==> src/rtl/ahb_sram_ctrl_pkg.sv <==
// Shared AHB-lite encodings and controller state codes for the SRAM subordinate.
package ahb_sram_ctrl_pkg;

  localparam logic [1:0] HTRANS_IDLE   = 2'b00;
  localparam logic [1:0] HTRANS_BUSY   = 2'b01;
  localparam logic [1:0] HTRANS_NONSEQ = 2'b10;
  localparam logic [1:0] HTRANS_SEQ    = 2'b11;

  localparam logic [2:0] HSIZE_BYTE = 3'd0;
  localparam logic [2:0] HSIZE_HALF = 3'd1;
  localparam logic [2:0] HSIZE_WORD = 3'd2;

  localparam logic HRESP_OKAY  = 1'b0;
  localparam logic HRESP_ERROR = 1'b1;

  typedef logic [2:0] state_t;

  localparam state_t StIdle   = 3'd0;
  localparam state_t StWdata  = 3'd1;
  localparam state_t StRstall = 3'd2;
  localparam state_t StErr1   = 3'd3;
  localparam state_t StErr2   = 3'd4;

endpackage

==> src/rtl/ahb_sram_ctrl_if.sv <==
// AHB-lite bus bundle between a manager/interconnect and the SRAM subordinate.
interface ahb_sram_ctrl_if #(
  parameter int unsigned DATA_WIDTH = 32
);
  logic                  hsel;
  logic [31:0]           haddr;
  logic [1:0]            htrans;
  logic                  hwrite;
  logic [2:0]            hsize;
  logic                  hready;
  logic [DATA_WIDTH-1:0] hwdata;
  logic [DATA_WIDTH-1:0] hrdata;
  logic                  hreadyout;
  logic                  hresp;

  modport master (
    output hsel, haddr, htrans, hwrite, hsize, hready, hwdata,
    input  hrdata, hreadyout, hresp
  );

  modport slave (
    input  hsel, haddr, htrans, hwrite, hsize, hready, hwdata,
    output hrdata, hreadyout, hresp
  );
endinterface

==> src/rtl/ahb_ben_decode.sv <==
// Maps an AHB transfer size and low address bits to 32-bit byte-lane enables.
module ahb_ben_decode
  import ahb_sram_ctrl_pkg::*;
(
  input  logic [2:0] hsize,
  input  logic [1:0] addr_lsb,
  output logic [3:0] ben,
  output logic       misaligned
);

  // Sizes above a word yield no lanes; the caller rejects them separately.
  always_comb begin
    ben        = 4'b0000;
    misaligned = 1'b0;
    case (hsize)
      HSIZE_BYTE: ben = 4'b0001 << addr_lsb;
      HSIZE_HALF: begin
        ben        = 4'b0011 << addr_lsb;
        misaligned = addr_lsb[0];
      end
      HSIZE_WORD: begin
        ben        = 4'b1111;
        misaligned = |addr_lsb;
      end
      default: ;
    endcase
  end

endmodule

==> src/rtl/ahb_sram_ctrl.sv <==
// AHB-lite subordinate driving a single-port byte-enabled SRAM with a registered read port.
module ahb_sram_ctrl
  import ahb_sram_ctrl_pkg::*;
#(
  parameter int unsigned ADDRESS_WIDTH = 10,
  parameter int unsigned DATA_WIDTH    = 32,
  parameter int unsigned BYTES         = DATA_WIDTH / 8
) (
  input  logic                     clk,
  input  logic                     rst,
  ahb_sram_ctrl_if.slave           bus,
  output logic [ADDRESS_WIDTH-1:0] mem_addr,
  output logic [DATA_WIDTH-1:0]    mem_wdata,
  output logic [BYTES-1:0]         mem_ben,
  output logic                     mem_wren,
  input  logic [DATA_WIDTH-1:0]    mem_q
);

  state_t                   state_q, state_d;
  logic [ADDRESS_WIDTH-1:0] addr_q, addr_d;
  logic [3:0]               ben_q, ben_d;

  logic [ADDRESS_WIDTH-1:0] haddr_word;
  logic [3:0]               dec_ben;
  logic                     misaligned;
  logic                     in_range;
  logic                     accept;
  logic                     legal;

  ahb_ben_decode u_ben_decode (
    .hsize      (bus.hsize),
    .addr_lsb   (bus.haddr[1:0]),
    .ben        (dec_ben),
    .misaligned (misaligned)
  );

  assign haddr_word = bus.haddr[ADDRESS_WIDTH+1:2];
  assign in_range   = (bus.haddr >> (ADDRESS_WIDTH + 2)) == 32'd0;
  assign accept     = bus.hsel && ((bus.htrans == HTRANS_NONSEQ) || (bus.htrans == HTRANS_SEQ));
  assign legal      = (bus.hsize <= HSIZE_WORD) && !misaligned && in_range;

  // RSTALL and ERR1 drive hreadyout low, so they advance without waiting on hready.
  always_comb begin
    state_d = state_q;
    addr_d  = addr_q;
    ben_d   = ben_q;
    case (state_q)
      StRstall: state_d = StIdle;
      StErr1:   state_d = StErr2;
      default: begin
        if (bus.hready) begin
          if (!accept) begin
            state_d = StIdle;
          end else if (!legal) begin
            state_d = StErr1;
          end else if (bus.hwrite) begin
            state_d = StWdata;
            addr_d  = haddr_word;
            ben_d   = dec_ben;
          end else if (state_q == StWdata) begin
            // SRAM port is busy with the write; replay the read address next cycle.
            state_d = StRstall;
            addr_d  = haddr_word;
          end else begin
            state_d = StIdle;
          end
        end
      end
    endcase
  end

  always_ff @(posedge clk or posedge rst) begin
    if (rst) begin
      state_q <= StIdle;
      addr_q  <= '0;
      ben_q   <= '0;
    end else begin
      state_q <= state_d;
      addr_q  <= addr_d;
      ben_q   <= ben_d;
    end
  end

  always_comb begin
    bus.hreadyout = !((state_q == StRstall) || (state_q == StErr1));
    bus.hresp     = ((state_q == StErr1) || (state_q == StErr2)) ? HRESP_ERROR : HRESP_OKAY;
    bus.hrdata    = mem_q;
    mem_wren      = (state_q == StWdata);
    mem_ben       = mem_wren ? ben_q : '0;
    mem_wdata     = bus.hwdata;
    mem_addr      = ((state_q == StWdata) || (state_q == StRstall)) ? addr_q : haddr_word;
  end

endmodule

==> src/flat_wrapper.sv <==
// flat-port wrapper written by rule: the top's interface ports become plain ports
module ahb_sram_ctrl_flat import ahb_sram_ctrl_pkg::*;
#(
  parameter int unsigned ADDRESS_WIDTH = 10,
  parameter int unsigned DATA_WIDTH    = 32,
  parameter int unsigned BYTES         = DATA_WIDTH / 8
)
  (clk, rst, mem_addr, mem_wdata, mem_ben, mem_wren, mem_q, bus_hsel, bus_haddr, bus_htrans, bus_hwrite, bus_hsize, bus_hready, bus_hwdata, bus_hrdata, bus_hreadyout, bus_hresp);
  ahb_sram_ctrl_if #(.DATA_WIDTH(DATA_WIDTH)) bus_i ();
  input  logic clk;
  input  logic rst;
  output logic [ADDRESS_WIDTH-1:0] mem_addr;
  output logic [DATA_WIDTH-1:0] mem_wdata;
  output logic [BYTES-1:0] mem_ben;
  output logic mem_wren;
  input  logic [DATA_WIDTH-1:0] mem_q;
  input wire logic [$bits(bus_i.hsel)-1:0] bus_hsel;
  input wire logic [$bits(bus_i.haddr)-1:0] bus_haddr;
  input wire logic [$bits(bus_i.htrans)-1:0] bus_htrans;
  input wire logic [$bits(bus_i.hwrite)-1:0] bus_hwrite;
  input wire logic [$bits(bus_i.hsize)-1:0] bus_hsize;
  input wire logic [$bits(bus_i.hready)-1:0] bus_hready;
  input wire logic [$bits(bus_i.hwdata)-1:0] bus_hwdata;
  output wire logic [$bits(bus_i.hrdata)-1:0] bus_hrdata;
  output wire logic [$bits(bus_i.hreadyout)-1:0] bus_hreadyout;
  output wire logic [$bits(bus_i.hresp)-1:0] bus_hresp;
  assign bus_i.hsel = bus_hsel;
  assign bus_i.haddr = bus_haddr;
  assign bus_i.htrans = bus_htrans;
  assign bus_i.hwrite = bus_hwrite;
  assign bus_i.hsize = bus_hsize;
  assign bus_i.hready = bus_hready;
  assign bus_i.hwdata = bus_hwdata;
  assign bus_hrdata = bus_i.hrdata;
  assign bus_hreadyout = bus_i.hreadyout;
  assign bus_hresp = bus_i.hresp;
  ahb_sram_ctrl #(.ADDRESS_WIDTH(ADDRESS_WIDTH), .DATA_WIDTH(DATA_WIDTH), .BYTES(BYTES)) u_core (.clk(clk), .rst(rst), .bus(bus_i), .mem_addr(mem_addr), .mem_wdata(mem_wdata), .mem_ben(mem_ben), .mem_wren(mem_wren), .mem_q(mem_q));
endmodule
==> config.mk <==
export PLATFORM = sky130hd
export DESIGN_NAME = ahb_sram_ctrl_flat
export DESIGN_NICKNAME = d
export VERILOG_FILES = /design/src/rtl/ahb_sram_ctrl_pkg.sv /design/src/rtl/ahb_sram_ctrl_if.sv /design/src/rtl/ahb_ben_decode.sv /design/src/rtl/ahb_sram_ctrl.sv /design/src/flat_wrapper.sv
export SDC_FILE = /design/constraint.sdc
export NUM_CORES = 1
export LEC_CHECK = 0
export ABC_AREA = 1
export CORE_UTILIZATION = 28
export DETAILED_ROUTE_END_ITERATION = 10
export PLACE_DENSITY = 0.83
export SYNTH_ARGS = -nofsm -noshare
export SYNTH_HDL_FRONTEND = slang
export SYNTH_SLANG_ARGS = --single-unit
==> constraint.sdc <==
create_clock -name clk -period 1.8 [get_ports clk]
set_clock_uncertainty 0.2 [all_clocks]
set_input_delay 0.27 -clock clk [delete_from_list [all_inputs] [get_ports clk]]
set_output_delay 0.27 -clock clk [all_outputs]
set_load 0.01 [all_outputs]
==> results.md <==
- Max-slew headroom: 0.8446
- Die Area: 6150 um^2
- Seq/Total Area, Yosys: 0.2601
- Reg-to-Reg Start: u_core.state_q[1]
- Post-CTS Hold Fix Bufs: 0
- Placed cells: 320
- Clk Latency, worst-skew pair: 240 ps
- Peak supply drop: 0.0002288 V
- RSZ-0062 raised after global routing: true
- Slack of the critical path: -132.6 ps
- Slew Limit Fails: 0
- Slowest cell on crit path: dfrtp_1
- Initial antenna violation count: 0
- R2R Path End: u_core.addr_q[7]
- Mean number of vias per cell: 4.408
- Total congestion overflow: 0
- Share of cells above drive strength 1: 0.3636
- Io pins: 187
- FF-to-FF path depth: 8
- Die width: 78.42 um
- Via Count: 1481
- CTS Buffer Depth: 2
- CTS buffer count: 3
- Fin nets: 371
- Fmax: 517.4 MHz
- Crit path arrival time: 1460 ps
- Netlist cell types: 21
- All-Layer GR Usage: 0.1276
- Yosys warns: 0
- Buffers on Ports: 57
- Final setup viols: 13
- CP Class: reg2out
- Measured slew at the worst slew-check pin: 232.3 ps
- H-tree depth: 1
- Max_cap viols: 0
- Fill cell count: 580
- Vias in the first global route: 1458
- Cell Chain, Critical Path: inv_2, nand2_4, o21ai_4, buf_6, nand2_1, o21ai_1, buf_2
- Worst Path Buf+Inv: 3
- First-pass GRT wire length: 6216 um
- Post-route ant nets: 0
- Crit Path Max Fanout: 5
- Total Routed Length: 4195 um
- Clock slew at reported path FFs: 60 ps
- Largest net degree at the start of global routing: 21
- Initial DRC Count: 25
- CTS tree: yes
- Hold Violations, Final: 0
- Area growth from synthesis to layout: 36.80%
- Failing checks: setup timing
- Syn avg cell area: 6.929 um^2
- Yosys reg bits: 17
- Startpoint types: register
- Req. time, crit path: 1330 ps
- Area taken by flip-flops and latches: 425.4 um^2
- Row count: 27
- Placeable Area: 5574 um^2
- HP Class: in2async
- Outcome: complete, but fails checks
- Clock Sinks: 17
- Area of the multi-input gates: 670.6 um^2
- Post-synthesis cell count: 236
- Crit end category: primary output
- Final RePlAce weighted congestion: 0.7601
- Mapped Nets: 342
- Die H: 78.42 um
- Flop2flop setup slack: 60 ps
- Final worst path period need: 1933 ps
- Pwr dens: 476.2 nW/um^2
- Top Family by Delay on Critical Path: buffers and inverters
- Ant diodes: 0
- Non-filler cells, final: 336
- Post-DP HPWL: 2959 um
- Mapped Area: 1635 um^2
- Drt first pass iters: 4
- # DRC: 0
- Effective utilization at floorplan: 0.2934
- LEAKAGE: 1.178 nW
- Pre-CTS setup slack: -298.5 ps
- Period utilization: 1.074
- Root buf cell: clkbuf_8
- Avg WL per Cell: 12.49 um
- CP peak stage delay: 390 ps
- Core Util, Final: 0.4013
-- cell usage in the layout (no fill, tap or decap), types with 2 or more instances in the layout --
cell type,netlist,routed
buf_2,1,12
nand2_1,45,30
nor3_1,2,2
buf_4,64,26
nand2_2,2,14
clkdlybuf4s15_2,0,3
nand3_1,7,7
clkdlybuf4s50_1,0,29
nand4_1,3,3
dfrtp_1,17,17
nand2_4,0,3
buf_6,2,7
o21ai_2,10,15
inv_2,0,2
clkbuf_8,0,3
nor2_4,2,2
dlymetal6s2s_1,0,11
inv_1,34,32
nor2_1,21,20
o21ai_0,15,4
a21oi_1,4,3
o21ai_1,1,6
clkbuf_16,0,2
-- synth_stat cells --
| library cell | instances | share of area |
|---|---|---|
| o21ai_2 | 10 | 0.054 |
| nand3_2 | 2 | 0.012 |
| clkinv_1 | 1 | 0.0023 |
| o21ai_1 | 1 | 0.0031 |
| nand2_1 | 45 | 0.10 |
| clkbuf_1 | 1 | 0.0023 |
| buf_2 | 1 | 0.0031 |
| nand3_1 | 7 | 0.021 |
| nand4_1 | 3 | 0.011 |
| nand2_2 | 2 | 0.0076 |
| buf_6 | 2 | 0.014 |
| and2_1 | 1 | 0.0038 |
| or2_2 | 1 | 0.0038 |
| dfrtp_1 | 17 | 0.26 |
| a21oi_1 | 4 | 0.012 |
| inv_1 | 34 | 0.078 |
| nor2_1 | 21 | 0.048 |
| o21ai_0 | 15 | 0.046 |
| buf_4 | 64 | 0.29 |
| nor3_1 | 2 | 0.0061 |
| nor2_4 | 2 | 0.014 |
-- worst reg2reg max path, stage by stage (launching register included) --
cell,delay (ps)
dfrtp_1,410
inv_1,100
nand3_2,100
buf_4,190
a21oi_4,160
nand3_4,140
clkbuf_16,190
nand2_1,70
o21ai_2,60
-- logic make-up after synthesis --
group	count (synthesis)	synth area share
buffers and inverters	103	0.3933
flip-flops	17	0.2601
AO/OA/AOI/OAI	30	0.1148
AND/OR/NAND/NOR	86	0.2318
-- stage by stage --
stage	setup TNS (ps)	instance area [um^2]	total power, W	hold slack, ps
final	-1091	2237	0.001065	137.8
after global placement	-3890	1969	0.0007328	263.4
after CTS	-1243	2052	0.001063	145.9
after floorplan	0	1635	0.0006597	-3.931
after detailed placement	-4942	1969	0.0007422	269.3
after global routing	-2173	2237	0.001129	164.7
-- per-layer routing --
layer / up-vias / share of wire / global-route usage
met2: 71 / 0.54 / 0.2588
li1: 719 / - / -
met5: - / 0 / 0
met1: 667 / 0.35 / 0.1149
met4: 0 / 0.031 / 0.05926
met3: 24 / 0.083 / 0.03372
-- cell type report --
cell class | count | area share
Sequential cell | 17 | 0.1902
Tap cell | 72 | 0.04027
Multi-Input combinational cell | 116 | 0.2998
Inverter | 35 | 0.05872
Timing Repair Buffer | 92 | 0.3909
Clock buffer | 4 | 0.02013
-- registers in the layout, summed over array words and instances, names as in the netlist --
| signal | count |
|---|---|
| u_core.addr_q | 10 |
| u_core.ben_q | 4 |
| u_core.state_q | 3 |
-- worst max-delay path by stage --
stage	startpoint	end	slack [ps]	cells after the start
2_1_floorplan	u_core.state_q[2]	mem_addr[0]	210	5
3_3_place_gp	u_core.state_q[2]	mem_addr[5]	-240	7
3_5_place_dp	u_core.state_q[2]	mem_addr[9]	-300	7
4_1_cts	u_core.state_q[2]	mem_addr[9]	-140	7
5_1_grt	u_core.state_q[2]	mem_addr[7]	-230	7
6_report	u_core.state_q[2]	mem_addr[7]	-130	7
-- what timing repair did --
item / 4_1_cts / 5_1_grt
gates cloned: 3 / 3
setup endpoints to repair: 17 / 26
pin swaps: 1 / 12
resized for setup: 90 / 33
buffers inserted: 3 / 4
hold endpoints to repair: 0 / 0
-- where the power goes --
group | leakage [nW] | internal, W | switching (W)
logic | 0.935 | 0.000214 | 0.000176
clock network | 0.0228 | 0.000157 | 0.000126
registers | 0.220 | 0.000387 | 0.00000599
total | 1.18 | 0.000758 | 0.000308
Power figures use the tool's default switching activity.
